===== src/rtl/instr_encoder_if.sv =====
// Request/response bundle for the RV32I instruction encoder.
// The encoder takes the slave view; the producer/consumer side takes master.
interface instr_encoder_if;
   logic        in_valid;
   logic        in_ready;
   logic [2:0]  in_fmt;
   logic [6:0]  in_opcode;
   logic [2:0]  in_funct3;
   logic [6:0]  in_funct7;
   logic [4:0]  in_rd;
   logic [4:0]  in_rs1;
   logic [4:0]  in_rs2;
   logic [31:0] in_imm;
   logic        out_valid;
   logic        out_ready;
   logic [31:0] out_instr;
   logic [31:0] out_addr;

   modport master (
      output in_valid, in_fmt, in_opcode, in_funct3, in_funct7,
      output in_rd, in_rs1, in_rs2, in_imm, out_ready,
      input  in_ready, out_valid, out_instr, out_addr
   );

   modport slave (
      input  in_valid, in_fmt, in_opcode, in_funct3, in_funct7,
      input  in_rd, in_rs1, in_rs2, in_imm, out_ready,
      output in_ready, out_valid, out_instr, out_addr
   );
endinterface


===== src/rtl/instr_encoder.sv =====
// Streaming RV32I encoder: packs decoded fields into words, queues them
// with sequential addresses. Optional macro IMM_RANGE_CHECK_EN.
module instr_encoder #(
   parameter int          DEPTH     = 2,
   parameter logic [31:0] BASE_ADDR = 32'h0000_0000
) (
   input  logic           clk,
   input  logic           rst_n,
   input  logic           clr,
   instr_encoder_if.slave bus,
   output logic           err
);

   localparam int          AW       = $clog2(DEPTH);
   localparam logic [AW:0] FULL_CNT = (AW+1)'(DEPTH);
   localparam logic [31:0] NOP      = 32'h0000_0013;

   localparam logic [2:0] F_I = 3'b000;
   localparam logic [2:0] F_S = 3'b001;
   localparam logic [2:0] F_B = 3'b010;
   localparam logic [2:0] F_U = 3'b011;
   localparam logic [2:0] F_J = 3'b100;
   localparam logic [2:0] F_R = 3'b101;

   logic [31:0]   mem_instr [DEPTH];
   logic [31:0]   mem_addr  [DEPTH];
   logic [AW-1:0] wr_ptr;
   logic [AW-1:0] rd_ptr;
   logic [AW:0]   count;
   logic [31:0]   pc;

   logic        full, empty, push, pop;
   logic        fmt_bad, align_bad, range_bad, bad;
   logic [31:0] enc, word, imm;

   assign imm = bus.in_imm;

   always_comb begin
      enc     = '0;
      fmt_bad = 1'b0;
      unique case (1'b1)
         (bus.in_fmt == F_R): enc = {bus.in_funct7, bus.in_rs2, bus.in_rs1,
                                     bus.in_funct3, bus.in_rd, bus.in_opcode};
         (bus.in_fmt == F_I): enc = {imm[11:0], bus.in_rs1, bus.in_funct3,
                                     bus.in_rd, bus.in_opcode};
         (bus.in_fmt == F_S): enc = {imm[11:5], bus.in_rs2, bus.in_rs1,
                                     bus.in_funct3, imm[4:0], bus.in_opcode};
         (bus.in_fmt == F_B): enc = {imm[12], imm[10:5], bus.in_rs2, bus.in_rs1,
                                     bus.in_funct3, imm[4:1], imm[11],
                                     bus.in_opcode};
         (bus.in_fmt == F_U): enc = {imm[31:12], bus.in_rd, bus.in_opcode};
         (bus.in_fmt == F_J): enc = {imm[20], imm[10:1], imm[11], imm[19:12],
                                     bus.in_rd, bus.in_opcode};
         default:             fmt_bad = 1'b1;
      endcase
   end

   assign align_bad = ((bus.in_fmt == F_B) || (bus.in_fmt == F_J)) && imm[0];

`ifdef IMM_RANGE_CHECK_EN
   // Signed fit: all bits above the field's sign bit must equal it.
   always_comb begin
      range_bad = 1'b0;
      unique case (1'b1)
         (bus.in_fmt == F_I),
         (bus.in_fmt == F_S): range_bad = !((&imm[31:11]) || !(|imm[31:11]));
         (bus.in_fmt == F_B): range_bad = !((&imm[31:12]) || !(|imm[31:12]));
         (bus.in_fmt == F_J): range_bad = !((&imm[31:20]) || !(|imm[31:20]));
         (bus.in_fmt == F_U): range_bad = |imm[11:0];
         default:             range_bad = 1'b0;
      endcase
   end
`else
   assign range_bad = 1'b0;
`endif

   assign bad  = fmt_bad | align_bad | range_bad;
   assign word = bad ? NOP : enc;

   assign full  = (count == FULL_CNT);
   assign empty = (count == '0);

   assign bus.in_ready  = !full && !clr;
   assign bus.out_valid = !empty && !clr;
   assign bus.out_instr = mem_instr[rd_ptr];
   assign bus.out_addr  = mem_addr[rd_ptr];

   assign push = bus.in_valid && bus.in_ready;
   assign pop  = bus.out_valid && bus.out_ready;

   always_ff @(posedge clk or negedge rst_n) begin
      if (!rst_n) begin
         for (int i = 0; i < DEPTH; i++) begin
            mem_instr[i] <= '0;
            mem_addr[i]  <= BASE_ADDR;
         end
         wr_ptr <= '0;
         rd_ptr <= '0;
         count  <= '0;
         pc     <= BASE_ADDR;
         err    <= 1'b0;
      end else if (clr) begin
         wr_ptr <= '0;
         rd_ptr <= '0;
         count  <= '0;
         pc     <= BASE_ADDR;
         err    <= 1'b0;
      end else begin
         if (push) begin
            mem_instr[wr_ptr] <= word;
            mem_addr[wr_ptr]  <= pc;
            wr_ptr            <= wr_ptr + AW'(1);
            pc                <= pc + 32'd4;
            if (bad) err <= 1'b1;
         end
         if (pop) rd_ptr <= rd_ptr + AW'(1);
         if (push && !pop) count <= count + (AW+1)'(1);
         else if (!push && pop) count <= count - (AW+1)'(1);
      end
   end

endmodule

===== src/flat_wrapper.sv =====
// flat-port wrapper written by rule: the top's interface ports become plain ports
module instr_encoder_flat 
#(
   parameter int          DEPTH     = 2,
   parameter logic [31:0] BASE_ADDR = 32'h0000_0000
)
  (clk, rst_n, clr, err, bus_in_valid, bus_in_fmt, bus_in_opcode, bus_in_funct3, bus_in_funct7, bus_in_rd, bus_in_rs1, bus_in_rs2, bus_in_imm, bus_out_ready, bus_in_ready, bus_out_valid, bus_out_instr, bus_out_addr);
  instr_encoder_if bus_i ();
  input  logic clk;
  input  logic rst_n;
  input  logic clr;
  output logic err;
  input wire logic [$bits(bus_i.in_valid)-1:0] bus_in_valid;
  input wire logic [$bits(bus_i.in_fmt)-1:0] bus_in_fmt;
  input wire logic [$bits(bus_i.in_opcode)-1:0] bus_in_opcode;
  input wire logic [$bits(bus_i.in_funct3)-1:0] bus_in_funct3;
  input wire logic [$bits(bus_i.in_funct7)-1:0] bus_in_funct7;
  input wire logic [$bits(bus_i.in_rd)-1:0] bus_in_rd;
  input wire logic [$bits(bus_i.in_rs1)-1:0] bus_in_rs1;
  input wire logic [$bits(bus_i.in_rs2)-1:0] bus_in_rs2;
  input wire logic [$bits(bus_i.in_imm)-1:0] bus_in_imm;
  input wire logic [$bits(bus_i.out_ready)-1:0] bus_out_ready;
  output wire logic [$bits(bus_i.in_ready)-1:0] bus_in_ready;
  output wire logic [$bits(bus_i.out_valid)-1:0] bus_out_valid;
  output wire logic [$bits(bus_i.out_instr)-1:0] bus_out_instr;
  output wire logic [$bits(bus_i.out_addr)-1:0] bus_out_addr;
  assign bus_i.in_valid = bus_in_valid;
  assign bus_i.in_fmt = bus_in_fmt;
  assign bus_i.in_opcode = bus_in_opcode;
  assign bus_i.in_funct3 = bus_in_funct3;
  assign bus_i.in_funct7 = bus_in_funct7;
  assign bus_i.in_rd = bus_in_rd;
  assign bus_i.in_rs1 = bus_in_rs1;
  assign bus_i.in_rs2 = bus_in_rs2;
  assign bus_i.in_imm = bus_in_imm;
  assign bus_i.out_ready = bus_out_ready;
  assign bus_in_ready = bus_i.in_ready;
  assign bus_out_valid = bus_i.out_valid;
  assign bus_out_instr = bus_i.out_instr;
  assign bus_out_addr = bus_i.out_addr;
  instr_encoder #(.DEPTH(DEPTH), .BASE_ADDR(BASE_ADDR)) u_core (.clk(clk), .rst_n(rst_n), .clr(clr), .bus(bus_i), .err(err));
endmodule

===== config.mk =====
export PLATFORM = sky130hd
export DESIGN_NAME = instr_encoder_flat
export DESIGN_NICKNAME = d
export VERILOG_FILES = /design/src/rtl/instr_encoder_if.sv /design/src/rtl/instr_encoder.sv /design/src/flat_wrapper.sv
export SDC_FILE = /design/constraint.sdc
export NUM_CORES = 1
export LEC_CHECK = 0
export CAP_MARGIN = 5
export CORE_ASPECT_RATIO = 0.7
export CORE_MARGIN = 8
export CORE_UTILIZATION = 40
export DETAILED_ROUTE_END_ITERATION = 12
export SLEW_MARGIN = 20
export SYNTH_ARGS = -nofsm -noshare
export SYNTH_HDL_FRONTEND = slang
export SYNTH_SLANG_ARGS = --single-unit

===== constraint.sdc =====
create_clock -name clk -period 2.37 [get_ports clk]
set_input_delay 0.474 -clock clk [delete_from_list [all_inputs] [get_ports clk]]
set_output_delay 0.474 -clock clk [all_outputs]
set_load 0.02 [all_outputs]

==> impl_metrics.ini <==
[logic_synthesis]
seq_area_frac_synth_pct = 50.24
synth_edf_count = 0
syn_avg_cell_area_um2 = 10.22
synth_top_area_share_pct = 50.24
yosys.area_share.simple_pct = 15.67
synthCells = 775
ys_seq_elements = 159
synthAdderAreaFrac_pct = 0.2844
synthFlopType = dfrtp_1
synth_top_family_by_area = multiplexers
async_flop_share_pct = 100.0
synth_area_um2 = 7919
synth_warnings = 0
yosys.area.top_type = dfrtp_1
synth.area.mux_share_pct = 16.72
synth_compound_area_share_pct = 11.38
synth-xor-area-share_pct = 2.101
synth_area_leaders = dfrtp_1 (50%), mux2_2 (15%), nand2_1 (7.5%)
synth_cell_types = 44

[clock_network]
cts-hold-fix-buffers = 0
cts_tree = done
clockBufferDepth = 2
clkLatencyLatePin_ns = 0.42
cts_root_buffer = clkbuf_16
cts_buffers = 17
clock_sinks = 159
cts_setup_buffers = 0
htree_levels = 4
path_clk_slew_ns = 0.06
post_cts_resize_count = 62

[worst_setup_path]
r2r_cells = 6
arrival_ns = 1.85
cp.depth = 4
required_ns = 1.90
endpoint_kind = output port
slowest_stage = clkdlybuf4s50_1
endpoint = bus_out_valid
critical_path.max_fanout = 4
reg2reg_from = u_core.pc[5]$_DFFE_PN0P_
start_kind = input port
critPathTopFamily = buffers and inverters
crit_buf_inv = 3
rr_endpoint = u_core.pc[31]$_DFFE_PN0P_
crit_chain = clkdlybuf4s50_1 > buf_4 > nor2_1 > clkdlybuf4s50_1
startpoint = clr
r2r_slack_ns = 0.46
cpMostUsedCell = clkdlybuf4s50_1
critical_path.max_stage_delay_ns = 0.62
crit_type = input port to output port

[cells_and_area]
antennaDiodeCount = 0
multiInputGateArea_um2 = 3676
area_growth_pct = 30.01
finalNetCount = 990
layout-drive-gt1-share_pct = 20.67
fillers = 1846
regArea_um2 = 3980

[sta]
final.setup.tns_ns = 0
fin_skew_ns = 0.01395
worst_slack_ns = 0.04283
setup_violations = 0
drv_slew = 0
tightest_slew_ns = 0.6446
fin_crit_sh_pct = 98.19
timing.fmax_mhz = 429.7
rsz0062_at_grt = no
max_slew_margin_pct = 57.03
whs_ns = -0.006235
period_needed_ns = 2.327
final_hold_viol_count = 3

[placed_design]
io_buffers = 136
routabilityCongestion = 0.7816
pre_cts_ws_ns = -0.1417
dp_hpwl_um = 14670

[routing]
drt-wirelength-per-cell_um = 17.12
via_per_inst = 5.151
ant_nets = 0
routed-via-count = 6176
wl_um = 20530
dr.pass1.iters = 4
drc = 0
drt-initial-drc-count = 476

[floorplan]
dieWidth_um = 184.2
row_count = 43
start_util_pct = 40.44
die_area_um2 = 24630
core_um2 = 19580
io_pins = 139
fp.dieH_um = 133.7

[flow_run]
maxCapViolCount = 0

[global_routing]
grt_overflow = 0
grt_pass1_vias = 6144
grt_pass1_wl_um = 34030
grt_max_degree = 59
gr-usage-all-layers_pct = 17.24
antenna_found_initial = 1

[pwr]
irDropWorstVdd_mv = 0.4864
power_density_nw_per_um2 = 707.8
leakage_nw = 4.898
power_w = 0.007286

[worst_hold_path]
hold_path.class = input port to async pin

[status]
run_status = complete, but fails checks
failed_checks = hold timing
layout by cell type, fill, tap and decap left out, types with 6 or more instances in the layout:
| cell type | n |
|---|---|
| nor3_1 | 13 |
| o21ai_0 | 49 |
| and3_1 | 6 |
| a221oi_1 | 18 |
| a21oi_1 | 20 |
| a211oi_1 | 17 |
| a22oi_1 | 14 |
| dlygate4sd2_1 | 62 |
| a22o_1 | 8 |
| clkbuf_16 | 17 |
| nand2b_1 | 7 |
| o31ai_1 | 6 |
| dfrtp_1 | 158 |
| nor2_1 | 42 |
| nor2b_1 | 10 |
| mux2i_1 | 13 |
| o22ai_1 | 6 |
| xor2_1 | 16 |
| nand4_1 | 8 |
| nand2_1 | 157 |
| clkdlybuf4s50_1 | 73 |
| nand3_1 | 12 |
| buf_12 | 9 |
| buf_4 | 32 |
| mux2_2 | 106 |
routing by layer:
| layer | vias to the layer above | routed length [um] | track usage [%] |
|---|---|---|---|
| met5 | - | 13 | 0 |
| met2 | 156 | 8167 | 23.03 |
| li1 | 3016 | - | - |
| met1 | 2991 | 10730 | 26.14 |
| met4 | 2 | 136 | 3.753 |
| met3 | 11 | 1484 | 5.686 |
cells by family (layout without fill, tap and decap cells):
logic type,after synthesis,in the layout
and+or+nand+nor,274,274
AOI/OAI and AO/OA,140,140
DFF,159,159
xor gates and xnor gates,19,19
adders and majority gates,2,2
buffers and inverters,61,214
other,1,2
muxes,119,119
state kept, by name, indices dropped and copies added (netlist names):
| register | cells |
|---|---|
| u_core.err | 1 |
| u_core.mem_instr | 64 |
| u_core.wr_ptr | 1 |
| u_core.pc | 30 |
| u_core.rd_ptr | 1 |
| u_core.count | 2 |
| u_core.mem_addr | 60 |
worst min-delay path by stage:
stage / startpoint / to / slack (ns) / depth (start not counted)
2_1_floorplan: rst_n / u_core.count[0]$_DFFE_PN0P_ / 0.18 / 0
3_3_place_gp: rst_n / u_core.mem_instr[5]$_DFFE_PN0P_ / 0.45 / 1
3_5_place_dp: rst_n / u_core.mem_instr[5]$_DFFE_PN0P_ / 0.45 / 1
4_1_cts: rst_n / u_core.mem_instr[5]$_DFFE_PN0P_ / 0.002 / 1
5_1_grt: rst_n / u_core.mem_instr[5]$_DFFE_PN0P_ / 0.02 / 1
6_report: rst_n / u_core.mem_instr[5]$_DFFE_PN0P_ / -0.006 / 1
power breakdown:
part	internal (W)	total, W	switching (W)
sequential	0.00302	0.00318	0.000159
clock	0.00153	0.00265	0.00112
combinational	0.000676	0.00146	0.000782
cells in the mapped netlist (2+ instances only):
cell / count
a221oi_1: 18
a22o_1: 8
o31ai_1: 6
and2_1: 2
nor2b_1: 10
nor3_4: 2
clkbuf_1: 25
o21ai_0: 49
nand3_1: 12
nand4_2: 2
nor2_1: 42
nand4_1: 8
mux2_2: 106
dfrtp_1: 159
a31oi_1: 2
and3_1: 6
a211oi_1: 17
or2_2: 2
buf_1: 5
a22oi_1: 14
a21oi_1: 20
inv_1: 5
xnor2_1: 3
buf_2: 17
nor3_1: 14
mux2i_1: 13
or3_1: 3
buf_4: 6
xor2_1: 16
nand2b_1: 7
nand2_1: 158
o22ai_1: 6
metrics by stage:
stage	cell area, um^2	std cells	util (%)
finish	10290	1199	52.57
global route	10290	1199	52.57
CTS	10290	1199	52.57
global placement	9799	1168	50.04
detailed placement	9799	1168	50.04
floorplan	7923	776	-
final cells by class:
type / instances / share of cell area [%]
sequential: 159 / 38.66
multi-input combinational: 556 / 35.71
timing repair buffer: 177 / 16.57
clock buffer: 20 / 4.533
tap: 270 / 3.281
clock inverter: 11 / 1.033
inverter: 6 / 0.2188
No activity file was read; power rests on OpenSTA's default activity.
==> RTL change: new RTL, same settings <==
Add a define of `IMM_RANGE_CHECK_EN`.
--- a/src/rtl/instr_encoder.sv
+++ b/src/rtl/instr_encoder.sv
@@ -2,2 +2,4 @@
 // with sequential addresses. Optional macro IMM_RANGE_CHECK_EN.
+`define IMM_RANGE_CHECK_EN
+
 module instr_encoder #(
Formal check against the unedited RTL: not equivalent (Yosys sat finds a counterexample within 4 cycles, from zero or initial values and one cycle with rst_n low).
==> RTL change against the unedited design <==
  * Via count grew 22%
  * Sequential power fell by 6%
  * Count of clock-buffer cells in the layout decreased by 2
  * Setup slack improved by 24 ps
  * Routed wire length rose by 23%
  * Critical path depth unchanged
  * Final area up 11%
  * Core utilization grew 2.1 points
  * Hold slack improved by 480 ps
  * Sequential cell count stayed put
  * Synthesized area rose by 8.3%
  * Total power fell by 2.8%
  * Critical endpoint unchanged
==> RTL change: results (changes against the unedited design) <==
Status:
- The flow ran to the end, and the final reports show no timing, DRC or antenna violations.

Yosys:
- The count of cell types in the netlist is 58 (+32%).
- The synthesized area per cell is 9.097 um^2 (-11%).
- After synthesis, the most frequently instantiated cells are nand2_1 (241), dfrtp_1 (159), mux2_2 (65), nand3_1 (65), o31ai_1 (59).
- The sequential share of the synthesized area is 46.38% (-3.9 points).

Setup path:
- The endpoint of the worst-slack reg-to-reg timing path is u_core.mem_instr[36].
- The startpoint identified for the worst register-to-register timing path is u_core.count[0].
- The largest fanout on the critical path came to 3 (-1).
- The arrival time reported for the critical path endpoint was 1830 ps (-20 ps).

Placement:
- The cell total after placement was 1372 (+17%).
- The minimum setup slack after placement came to -237.7 ps (-96.00 ps).
- The half-perimeter wire length of the detailed placement result is 18.12 mm (+24%).
- The cell area reported after detailed placement is 10880 um^2 (+11%).
- The routability congestion estimate from global placement is 0.8592 (+9.9%).

Power and ir drop:
- The maximum vdd drop was 0.5139 mV (+5.7%).
- The internal power component is 0.004990 W (-4.6%).
- The total power is 0.007082 W (-2.8%).
- The sequential power came to 0.00299 W (-6%).
- The relative contribution of the clock network to total power was 38.9% (+2.6 points).
- The static leakage is 5.283 nW (+7.8%).

Clock network:
- The cts-stage hold buffer count is 1 (+1).
- The number of gates resized after cts is 63 (+1.6%).

Global route:
- The wire length of the first global-routing pass is 40.63 mm (+19%).
- The maximum number of pins on one net before global-route repair was 55 (-6.8%).
- The number of antenna violations at the first check in global routing was 0 (-1).
- The met3 routing resource usage after global routing is 4.849% (-0.84 points).
- The met2 global-route usage was 25.82% (+2.8 points).
- The via count of the first global-routing pass is 7280 (+18%).
- The total routing resource utilization after global routing is 18.98% (+1.7 points).
- The routing usage on met1 is 29.73% (+3.6 points).

STA:
- The final clock skew is 7.907 ps (-6.047 ps).
- The maximum clock frequency is 0.4342 GHz (+1.0%).
- The worst slew margin relative to its limit is 66.13% (+9.1 points).
- The worst-case hold slack is 471.2 ps (+477.5 ps).

Min path:
- The worst hold path class is reg -> reg.
- Along the worst hold path, the cell count comes to 2.

Final layout:
- The layout net count is 1189 (+20%).
- The share of post-route cells with drive strength above 1 is 18.87% (-1.8 points).
- The filler cell count in the final layout is 1900 (+2.9%).

Routing:
- The number of design-rule violations left by the first detailed-router iteration is 486 (+2.1%).
- The uppermost layer routed is met4.
- The wire length on met1 is 13.35 mm (+24%).
- The average detailed-routed wire length per instance was 17.92 um (+4.7%).
- The wire length on met3 is 1.459 mm (-1.7%).
- The detailed route wirelength on metal2 came to 10.21 mm (+25%).
- The wire length reported by the detailed router came to 25.18 mm (+23%).
-- RTL change: cell count changes in the layout (fill, tap and decap cells not counted), moves of 17 or more --
cell and delta:
a211oi_1 -17, o31ai_1 +53, nor4_1 +19, buf_4 +46
o21ai_0 -20, nand3_1 +53, nand2_1 +84, a221oi_1 -18
mux2_2 -41
-- RTL change: cell type report --
cell class              instances  area [um^2]  area share [%]
multi-input cells             698         4270           37.43
flip-flops and latches        159         3980           34.88
clock buffers                  18        429.2           3.761
well taps                     276        345.3           3.027
repair buffers                231         2187           19.17
clock inverters                14        163.9           1.437
inverters                       9        33.78          0.2961
-- RTL change: critical path, stage by stage --
cell and delay (ps):
clkdlybuf4s50_1 470, buf_4 170, nor2_1 90, clkdlybuf4s50_1 620
-- RTL change: logic make-up after synthesis --
group / share of synthesized area [%]
simple gates: 23.32
mux: 10.87
compound gates: 12.84
other cells: 0.04372
flops: 46.38
xor+xnor: 2.042
buf+inv: 4.244
fa+ha+maj: 0.2625
